### src/rtl/pipe_pkg.sv
// pipe_pkg: shared state encoding and default widths for pipeline stage registers
package pipe_pkg;
   typedef enum logic [1:0] {
      EMPTY = 2'd0,
      ONE   = 2'd1,
      TWO   = 2'd2
   } state_t;
   localparam int DEF_DATA_W = 64;
   localparam int DEF_CTRL_W = 4;
endpackage

### src/rtl/pipe_stage_reg.sv
// pipe_stage_reg: valid/ready pipeline stage register with optional two-entry skid buffer
module pipe_stage_reg
   import pipe_pkg::*;
#(
   parameter int DATA_W = DEF_DATA_W,
   parameter int CTRL_W = DEF_CTRL_W,
   parameter bit SKID   = 1'b1
) (
   input  logic              clk,
   input  logic              rst_n,
   input  logic              flush,
   input  logic              in_valid,
   output logic              in_ready,
   input  logic [DATA_W-1:0] in_data,
   input  logic [CTRL_W-1:0] in_ctrl,
   output logic              out_valid,
   input  logic              out_ready,
   output logic [DATA_W-1:0] out_data,
   output logic [CTRL_W-1:0] out_ctrl,
   output logic [1:0]        occupancy
);
   state_t            r_state;
   state_t            w_next;
   logic              r_in_ready;
   logic [DATA_W-1:0] r_head_data;
   logic [DATA_W-1:0] r_skid_data;
   logic [CTRL_W-1:0] r_head_ctrl;
   logic [CTRL_W-1:0] r_skid_ctrl;
   logic              w_in_xfer;
   logic              w_out_xfer;
   logic              w_head_from_in;
   logic              w_head_from_skid;
   logic              w_skid_from_in;

   assign out_valid  = rst_n && (r_state != EMPTY);
   assign in_ready   = rst_n && (SKID ? r_in_ready : (!out_valid || out_ready));
   assign out_data   = out_valid ? r_head_data : '0;
   assign out_ctrl   = out_valid ? r_head_ctrl : '0;
   assign occupancy  = rst_n ? r_state : 2'd0;
   assign w_in_xfer  = in_valid && in_ready;
   assign w_out_xfer = out_valid && out_ready;

   // next state and register load selects; flush overrides everything
   always_comb begin
      w_next           = r_state;
      w_head_from_in   = 1'b0;
      w_head_from_skid = 1'b0;
      w_skid_from_in   = 1'b0;
      case (r_state)
         EMPTY: begin
            w_next         = w_in_xfer ? ONE : EMPTY;
            w_head_from_in = w_in_xfer;
         end
         ONE: begin
            w_head_from_in = w_in_xfer && w_out_xfer;
            w_skid_from_in = w_in_xfer && !w_out_xfer && SKID;
            w_next         = w_skid_from_in ? TWO : (w_out_xfer && !w_in_xfer) ? EMPTY : ONE;
         end
         TWO: begin
            w_head_from_skid = w_out_xfer;
            w_next           = w_out_xfer ? ONE : TWO;
         end
         default: w_next = EMPTY;
      endcase
      if (flush) begin
         w_next           = EMPTY;
         w_head_from_in   = 1'b0;
         w_head_from_skid = 1'b0;
         w_skid_from_in   = 1'b0;
      end
   end

   // state register; in_ready is registered so it never depends on out_ready when skidding
   always_ff @(posedge clk) begin
      if (!rst_n) begin
         r_state    <= EMPTY;
         r_in_ready <= 1'b1;
      end else begin
         r_state    <= w_next;
         r_in_ready <= (w_next != TWO);
      end
   end

   // head and skid payload registers; the skid entry moves to the head as the head drains
   always_ff @(posedge clk) begin
      if (!rst_n) begin
         r_head_data <= '0;
         r_head_ctrl <= '0;
         r_skid_data <= '0;
         r_skid_ctrl <= '0;
      end else begin
         if (w_head_from_in) begin
            r_head_data <= in_data;
            r_head_ctrl <= in_ctrl;
         end else if (w_head_from_skid) begin
            r_head_data <= r_skid_data;
            r_head_ctrl <= r_skid_ctrl;
         end
         if (w_skid_from_in) begin
            r_skid_data <= in_data;
            r_skid_ctrl <= in_ctrl;
         end
      end
   end
endmodule

### config.mk
export PLATFORM = sky130hd
export DESIGN_NAME = pipe_stage_reg
export DESIGN_NICKNAME = d
export VERILOG_FILES = /design/src/rtl/pipe_pkg.sv /design/src/rtl/pipe_stage_reg.sv
export SDC_FILE = /design/constraint.sdc
export NUM_CORES = 1
export LEC_CHECK = 0
export ABC_AREA = 1
export BUFFER_PORTS_ARGS = -buffer_cell sky130_fd_sc_hd__buf_2
export CAP_MARGIN = 5
export CORE_ASPECT_RATIO = 1.4
export CORE_UTILIZATION = 45
export CTS_CLUSTER_DIAMETER = 30
export DETAILED_ROUTE_END_ITERATION = 10
export PLACE_DENSITY = 0.79
export SLEW_MARGIN = 10
export SYNTH_ARGS = -nofsm -noshare
export SYNTH_HDL_FRONTEND = slang
export SYNTH_SLANG_ARGS = --single-unit
export TNS_END_PERCENT = 30
### constraint.sdc
create_clock -name clk -period 4.71 [get_ports clk]
set_input_delay 0.7065 -clock clk [delete_from_list [all_inputs] [get_ports clk]]
set_output_delay 0.7065 -clock clk [all_outputs]
set_load 0.01 [all_outputs]
==> results of run 1 <==
==> where the power goes <==
part           total, mW  switching, mW  internal (mW)
sequential          1.21         0.0131           1.20
combinational      0.183          0.120         0.0630
clock               1.30          0.499          0.802
total               2.70          0.632           2.07
==> cell type report <==
cell class              instances  share of cell area [%]
flip-flops and latches        139                   36.46
multi-input cells             638                   35.48
repair buffers                152                   10.26
inverters                     146                   7.180
clock buffers                  20                   5.984
well taps                     185                   3.033
clock inverters                12                   1.607
==> cell usage in the layout (no fill, tap or decap) <==
master,n
inv_2,5
nor2_1,207
o311ai_0,1
buf_4,9
clkbuf_8,2
nand2_1,212
clkinv_2,6
nand3_2,1
inv_1,141
clkbuf_16,17
bufinv_16,2
ha_1,2
a21oi_1,27
nor2_2,2
o21ai_1,3
buf_2,143
clkinvlp_4,2
clkbuf_1,1
clkinv_4,2
nand4_1,1
o21ai_0,65
nor2_4,1
nand3_1,112
dfxtp_1,139
nand2_2,4
==> state kept, by name (all words and copies together) (netlist names) <==
name	cells
r_state	2
r_head_ctrl	4
r_head_data	64
r_skid_data	64
r_in_ready	1
r_skid_ctrl	4
==> worst max-delay path: cells and delay by family <==
| kind | cells | cell delay (ns) |
|---|---|---|
| simple gates | 2 | 0.33 |
| buf+inv | 4 | 1.55 |
==> logic make-up after synthesis <==
logic type | after synthesis | share of synthesized area [%]
buffers and inverters | 210 | 13.66
flip-flops | 139 | 43.82
adder cells (fa/ha/maj) | 2 | 0.3940
AO/OA/AOI/OAI | 96 | 7.626
AND/OR/NAND/NOR | 540 | 34.50
==> synthesized netlist by cell type <==
library cell	number	share of area, %
a21oi_1	27	2.1
buf_1	7	0.41
buf_2	21	1.7
buf_4	8	0.95
buf_6	3	0.53
clkbuf_1	25	1.5
dfxtp_1	139	44
ha_1	2	0.39
inv_1	141	8.3
inv_2	5	0.30
nand2_1	213	13
nand2_2	3	0.30
nand3_1	112	8.8
nand3_2	1	0.16
nand4_1	1	0.099
nor2_1	207	12
nor2_2	3	0.30
o21ai_0	65	5.1
o21ai_1	3	0.24
o311ai_0	1	0.14
==> routing by layer <==
| metal | track usage, % | vias to the layer above | share of wire, % |
|---|---|---|---|
| li1 | - | 3198 | - |
| met1 | 27.81 | 2776 | 43 |
| met2 | 37.44 | 213 | 50 |
| met3 | 4.813 | 23 | 5.3 |
| met4 | 8.872 | 0 | 1.6 |
| met5 | 0 | - | 0 |
==> worst paths after layout <==
| path | cells past startpoint | slack (ns) | start | end |
|---|---|---|---|---|
| hold reg to reg | 2 | 0.46 | r_head_data[8] | r_head_data[8] |
| hold / removal | 2 | 0.46 | r_head_data[8] | r_head_data[8] |
| setup / recovery | 6 | 1.40 | rst_n | out_data[5] |
| setup reg to reg | 12 | 1.99 | r_state[1] | r_head_data[28] |
==> metrics.yaml, run 1 <==
outcome: "finished with violations"
violations: "design-rule violations"
total_leakage_power_nw: 3.608
coreArea_um2: 13850
ant_nets: 0
cts_tree: "built"
relSlewSlack_pct: 25.62
skew_ns: 0.006022
setup_tns_ns: 0
io_pins: 145
hpwlAfterDp_um: 9500
n_antenna_cell: 0
setup_viol: 0
post_drt_wl_per_cell_um: 12.31
grt_pass1_wl_um: 25590
final_hold_viol_count: 0
clockBufferDepth: 2
die_w_um: 102.4
dr.pass1.iters: 8
dieArea_um2: 14600
synth.distinct_cells: 20
grt_pass1_vias: 5479
place_area_um2: 7053
register_area_um2: 2783
clock_sinks: 139
timing.final.crit_period_ns: 3.313
syn_inst: 987
fin_ws_ns: 1.397
syn_nets: 1062
cp_cell_sequence: "buf_4 > inv_2 > nor2_1 > inv_2 > nor2_1 > buf_2"
drive_above_1_share_pct: 17.71
max_stage_delay_ns: 0.83
insertion_delay_ns: 0.42
route.detailed.drc: 2
fin_nets: 1169
rsz0062_at_grt: "false"
die_y_um: 142.6
start_util_pct: 45.86
cts_buffers: 17
finalPower_mw: 2.698
routed_wl_um: 15900
cap_violations: 0
place_ws_ns: 1.011
path_clk_slew_ns: 0.06
fin_hold_ws_ns: 0.4644
postCtsResizedCells: 0
peakVddDrop_uv: 208.7
syn_to_final_growth_pct: 20.20
tightestPinTransition_ns: 1.114
grt_max_degree: 115
path_max_fanout: 68
critPathKind: "input port to output pin"
synth.avg_cell_area_um2: 6.433
critPathArrivalTime_ns: 2.61
period_share_pct: 70.33
final_area_um2: 7632
n_fill_cell: 1425
required_ns: 4.00
finalMaxSlewViolations: 0
root_buffer: "clkbuf_16"
track_usage_pct: 22.43
hold_class: "register to register"
p_per_area_nw_per_um2: 353.6
crit_path_start_kind: "input port"
fin_cells: 1292
synth_warnings: 0
drt_iter0_drc: 435
antenna_found_initial: 0
placed_cells: 1260
place.gp.congestion: 0.8104
cts_hold_buf: 0
ys_seq_elements: 139
fmax_mhz: 301.9
grt_overflow_total: 0
slowest_stage: "inv_2"
htree_levels: 4
post_cts_buffers: 0
synth_area_um2: 6350
routed-via-count: 6210
utilization_pct: 55.12
cp-end-kind: "output pin"
ys_seq_area_share_pct: 43.82
multi_input_area_um2: 2708
viasPerCell: 4.807
rows: 51
numPortBuffers: 144
(Power assumes the default switching activity.)
==> run 2, diff against run 1 <==
- ABC_AREA: 1 -> 0
- PLACE_DENSITY: 0.79 -> 0.83
- clock period: 4.71 -> 2.7 ns (I/O delays scaled with it)
==> run 2 against run 1 <==
The flow still finishes with violations (design-rule violations). Largest cell class unchanged. Utilization increased by 2.8 points. Clock skew about the same. Design area decreased by 5.7%. Wire length decreased by 3.4%. Worst setup slack got worse by 1.2 ns. Clock power increased by 110%. Power increased by 88%.
==> metrics.yaml, run 2 <==
synth_common_cells: "207 x nand2_1, 139 x dfxtp_1, 72 x and2_1"
syn_inst: 716
post_cts_buffers: 0
post_drt_wl_per_cell_um: 15.60
die_w_um: 97.73
cts_tree: "built"
setup_tns_ns: 0
synth_top_area_share_pct: 48.20
route.detailed.drc: 19
synthArstFlopShare_pct: 0
insertion_delay_ns: 0.41
final_common_cell: "nand2_1"
rows: 48
postCtsResizedCells: 0
grt_pass1_wl_um: 24670
p_per_area_nw_per_um2: 705.7
yosysMostFrequentCell: "nand2_1"
place_ws_ns: 0.4120
root_buffer: "clkbuf_16"
final_hold_viol_count: 0
cap_violations: 0
ys.flop_type: "dfxtp_1"
drt_iter0_drc: 396
track_usage_pct: 23.31
peakVddDrop_uv: 396.0
required_ns: 2.30
dieArea_um2: 13290
numPortBuffers: 144
reg.largest.list: "r_head_data: 64 flops, r_skid_data: 64 flops"
drive_above_1_share_pct: 23.59
synth_top_area_cell: "dfxtp_1"
fin_nets: 897
finalPower_mw: 5.078
die_y_um: 136.0
grt_overflow_total: 0
synth.area.top_cells: "dfxtp_1 48%, nand2_1 13%, a22oi_1 8.8%, and2_1 7.8%, o22ai_1 7.3%"
place.gp.congestion: 0.7841
syn_nets: 791
grt_pass1_vias: 5071
antenna_found_initial: 0
synth_edf_count: 0
ant_nets: 0
critPathArrivalTime_ns: 2.05
violations: "design-rule violations"
period_share_pct: 90.90
final_cell_mix: "207 x nand2_1, 144 x buf_2, 139 x dfxtp_1"
routed_wl_um: 15370
clockBufferDepth: 2
fin_ws_ns: 0.2456
cp-end-kind: "output pin"
path_clk_slew_ns: 0.06
total_leakage_power_nw: 2.816
viasPerCell: 5.604
path_max_fanout: 69
tightestPinTransition_ns: 0.7675
synth_area_um2: 5773
skew_ns: 0.005937
ys_seq_area_share_pct: 48.20
grt_max_degree: 72
relSlewSlack_pct: 48.83
final_area_um2: 7196
clock_sinks: 139
fmax_mhz: 407.4
critPathKind: "register to output pin"
n_fill_cell: 1112
coreArea_um2: 12430
outcome: "finished with violations"
syn_to_final_growth_pct: 24.64
io_pins: 145
setup_viol: 0
routed-via-count: 5520
cts_hold_buf: 0
fin_hold_ws_ns: 0.2438
ys_seq_elements: 139
hold_class: "input port to register"
rsz0062_at_grt: "false"
dr.pass1.iters: 9
hpwlAfterDp_um: 8863
place_area_um2: 6500
synth.distinct_cells: 25
cts_buffers: 17
start_util_pct: 46.44
timing.final.crit_period_ns: 2.454
synth.avg_cell_area_um2: 8.063
finalMaxSlewViolations: 0
crit_path_start_kind: "register"
synth_warnings: 0
htree_levels: 4
n_antenna_cell: 0
-- run 2: logic make-up after synthesis --
kind of cell	share of synthesized area, %
buffers and inverters	5.852
DFF	48.20
and+or+nand+nor	22.76
AOI/OAI and AO/OA	22.76
adders and majority gates	0.4334
-- run 2: per-stage QoR --
| step | std cells | util, % |
|---|---|---|
| after floorplan | 716 | - |
| after global placement | 953 | 52.28 |
| after detailed placement | 953 | 52.28 |
| after CTS | 985 | 57.88 |
| after global routing | 985 | 57.88 |
| final | 985 | 57.88 |
-- run 2: layer usage --
metal | wire, µm | global-route usage (%) | vias to the layer above | part of all wire [%]
met1 | 6373 | 28.12 | 2630 | 41
met2 | 7743 | 40.31 | 202 | 50
met3 | 933 | 4.781 | 21 | 6.1
met5 | 0 | 0 | - | 0
li1 | - | - | 2667 | -
met4 | 315 | 9.848 | 0 | 2.0
-- run 2: area by class of cell --
class	instances	area, µm²	share of cell area [%]
clock buffers	17	425.4	5.912
flip-flops and latches	139	2783	38.67
clock inverters	15	270.3	3.756
repair buffers	156	835.8	11.62
multi-input cells	505	2680	37.25
inverters	3	13.76	0.1913
well taps	150	187.7	2.608
-- run 2: where the power goes --
part           internal, mW  switching, mW  leakage (nW)
clock                  1.83          0.877         0.333
sequential             2.09         0.0222          1.12
combinational        0.0964          0.162          1.36
total                  4.02           1.06          2.82
-- run 2: path summary, 6_finish.rpt --
path | start | end | slack, ns | depth (start not counted)
max | r_state[0] | out_data[11] | 0.25 | 5
min | in_data[21] | r_skid_data[21] | 0.24 | 3
max reg2reg | r_state[0] | r_skid_data[26] | 0.43 | 9
min reg2reg | r_skid_data[51] | r_skid_data[51] | 0.45 | 2
-- run 2: worst max-delay path, stage by stage, from the launching register on --
cell     delay [ns]
dfxtp_1        0.54
nor2_1         0.14
nor2_4         0.10
buf_4          0.48
and2_1         0.24
buf_2          0.14
==> run 3, diff against run 2 <==
- REMOVE_ABC_BUFFERS: not set -> 1
- SETUP_SLACK_MARGIN: not set -> 0.05
==> run 3 against run 2 <==
Die area unchanged. Non-clock buffer count up 2. Wire length down 3.3%. The flow still finishes with violations (design-rule violations). Sequential power about the same. Design area down 0.64%. Cell count up 0.30%. Sequential cell count unchanged. Power down 5.6%. Sequential share of layout area up 0.25 points. Global-route usage down 0.82 points. Largest cell class unchanged. Hold slack worse by 0.00055 ns.
==> metrics.yaml, run 3 (same netlist as run 2, synthesis figures left out) <==
total_leakage_power_nw: 2.786
outcome: "finished with violations"
fmax_mhz: 406.9
die_w_um: 97.73
syn_to_final_growth_pct: 23.84
busiest_layer: "met2"
final_hold_viol_count: 0
critPathArrivalTime_ns: 2.05
htree_levels: 4
utilization_pct: 57.51
switching_share_pct: 21.60
clock_power_share_pct: 50.6
dr.pass1.iters: 8
clock_sinks: 139
post_drt_wl_per_cell_um: 15.04
critPathKind: "register to output pin"
cp-end-kind: "output pin"
required_ns: 2.30
tightestPinTransition_ns: 0.9155
peakVddDrop_uv: 441.3
drive_above_1_share_pct: 23.42
p_sw_mw: 1.036
rsz0062_at_grt: "false"
numPortBuffers: 144
reg.largest.list: "r_head_data: 64 flops, r_skid_data: 64 flops"
gr-usage-met3_pct: 4.679
met1_usage_pct: 27.03
timing.final.crit_period_ns: 2.458
rows: 48
p_per_area_nw_per_um2: 670.5
setup_tns_ns: 0
grt_max_degree: 91
final_cell_mix: "207 x nand2_1, 144 x buf_2, 139 x dfxtp_1"
met2_usage_pct: 39.28
io_pins: 145
period_share_pct: 91.03
grt_pass1_vias: 4910
antenna_found_initial: 1
coreArea_um2: 12430
power.share.sequential_pct: 44.1
intPower_mw: 3.758
relSlewSlack_pct: 38.97
ant_nets: 0
dieArea_um2: 13290
fin_nets: 899
crit_path_start_kind: "register"
insertion_delay_ns: 0.40
cts_tree: "built"
postCtsResizedCells: 0
post_cts_buffers: 0
path_clk_slew_ns: 0.06
fin_hold_ws_ns: 0.2433
cap_violations: 0
final_common_cell: "nand2_1"
hpwlAfterDp_um: 8778
n_fill_cell: 1138
combPwrFrac_pct: 5.4
routed-via-count: 5360
drt_iter0_drc: 335
die_y_um: 136.0
root_buffer: "clkbuf_16"
cts_hold_buf: 0
hold_class: "input port to register"
setup_viol: 0
place.gp.congestion: 0.8028
path_max_fanout: 69
finalMaxSlewViolations: 0
routed_wl_um: 14860
grt_pass1_wl_um: 23820
viasPerCell: 5.425
start_util_pct: 46.44
track_usage_pct: 22.49
cts_buffers: 17
clockBufferDepth: 2
skew_ns: 0.007923
violations: "design-rule violations"
route.detailed.drc: 20
grt_overflow_total: 0
==> run 3: cell count changes in the layout (fill, tap and decap cells not counted), sizes merged <==
| cell | change |
|---|---|
| inv | -1 |
| clkinv | -2 |
| clkbuf | +4 |
| diode | +1 |
| buf | +2 |
| clkinvlp | +2 |
| bufinv | -3 |
==> run 3: final cells by class <==
type / instances / area (µm²) / share of cell area, %
Clock buffer: 21 / 450.4 / 6.300
Sequential cell: 139 / 2783 / 38.92
Timing Repair Buffer: 158 / 863.3 / 12.08
Multi-Input combinational cell: 505 / 2680 / 37.49
Inverter: 3 / 13.76 / 0.1925
Antenna cell: 1 / 2.502 / 0.03500
Tap cell: 150 / 187.7 / 2.625
Clock inverter: 11 / 168.9 / 2.363
==> run 3: worst max-delay path, cell delays in order (launching register included) <==
cell and delay (ns):
dfxtp_1 0.55, nor2_1 0.14, nor2_4 0.10, buf_4 0.46
and2_1 0.25, buf_2 0.15
==> run 3: worst paths after layout <==
check | slack [ns] | endpoint | start | depth (start not counted)
min | 0.24 | r_skid_data[27] | in_data[27] | 3
max | 0.24 | out_data[20] | r_state[0] | 5
max reg2reg | 0.54 | r_head_data[30] | r_state[0] | 9
min reg2reg | 0.45 | r_skid_data[55] | r_skid_data[55] | 2
==> run 3: through the flow <==
stage                     setup slack [ns]  cells  power (mW)  instance area [µm²]
after detailed placement            0.4464    955       2.412                 6528
final                               0.2421    988       4.793                 7149
after global placement              0.4281    955       2.410                 6528
after CTS                           0.2024    987       4.828                 7147
after floorplan                     -4.301    647       2.264                 5446
after global routing               0.06200    988       4.948                 7149
==> run 3: routing by layer <==
metal	up-vias	wire length [µm]
met3	22	798
met1	2481	6172
met2	189	7594
met5	-	0
li1	2668	-
met4	0	296
==> run 3: power groups by stage <==
| stage | combinational, mW | clock (mW) | sequential (mW) |
|---|---|---|---|
| 3_3_place_gp | 0.254 | 0 | 2.16 |
| 3_5_place_dp | 0.255 | 0 | 2.16 |
| 4_1_cts | 0.257 | 2.46 | 2.11 |
| 2_1_floorplan | 0.114 | 0 | 2.15 |
| 5_1_grt | 0.283 | 2.55 | 2.12 |
| 6_report | 0.257 | 2.42 | 2.11 |
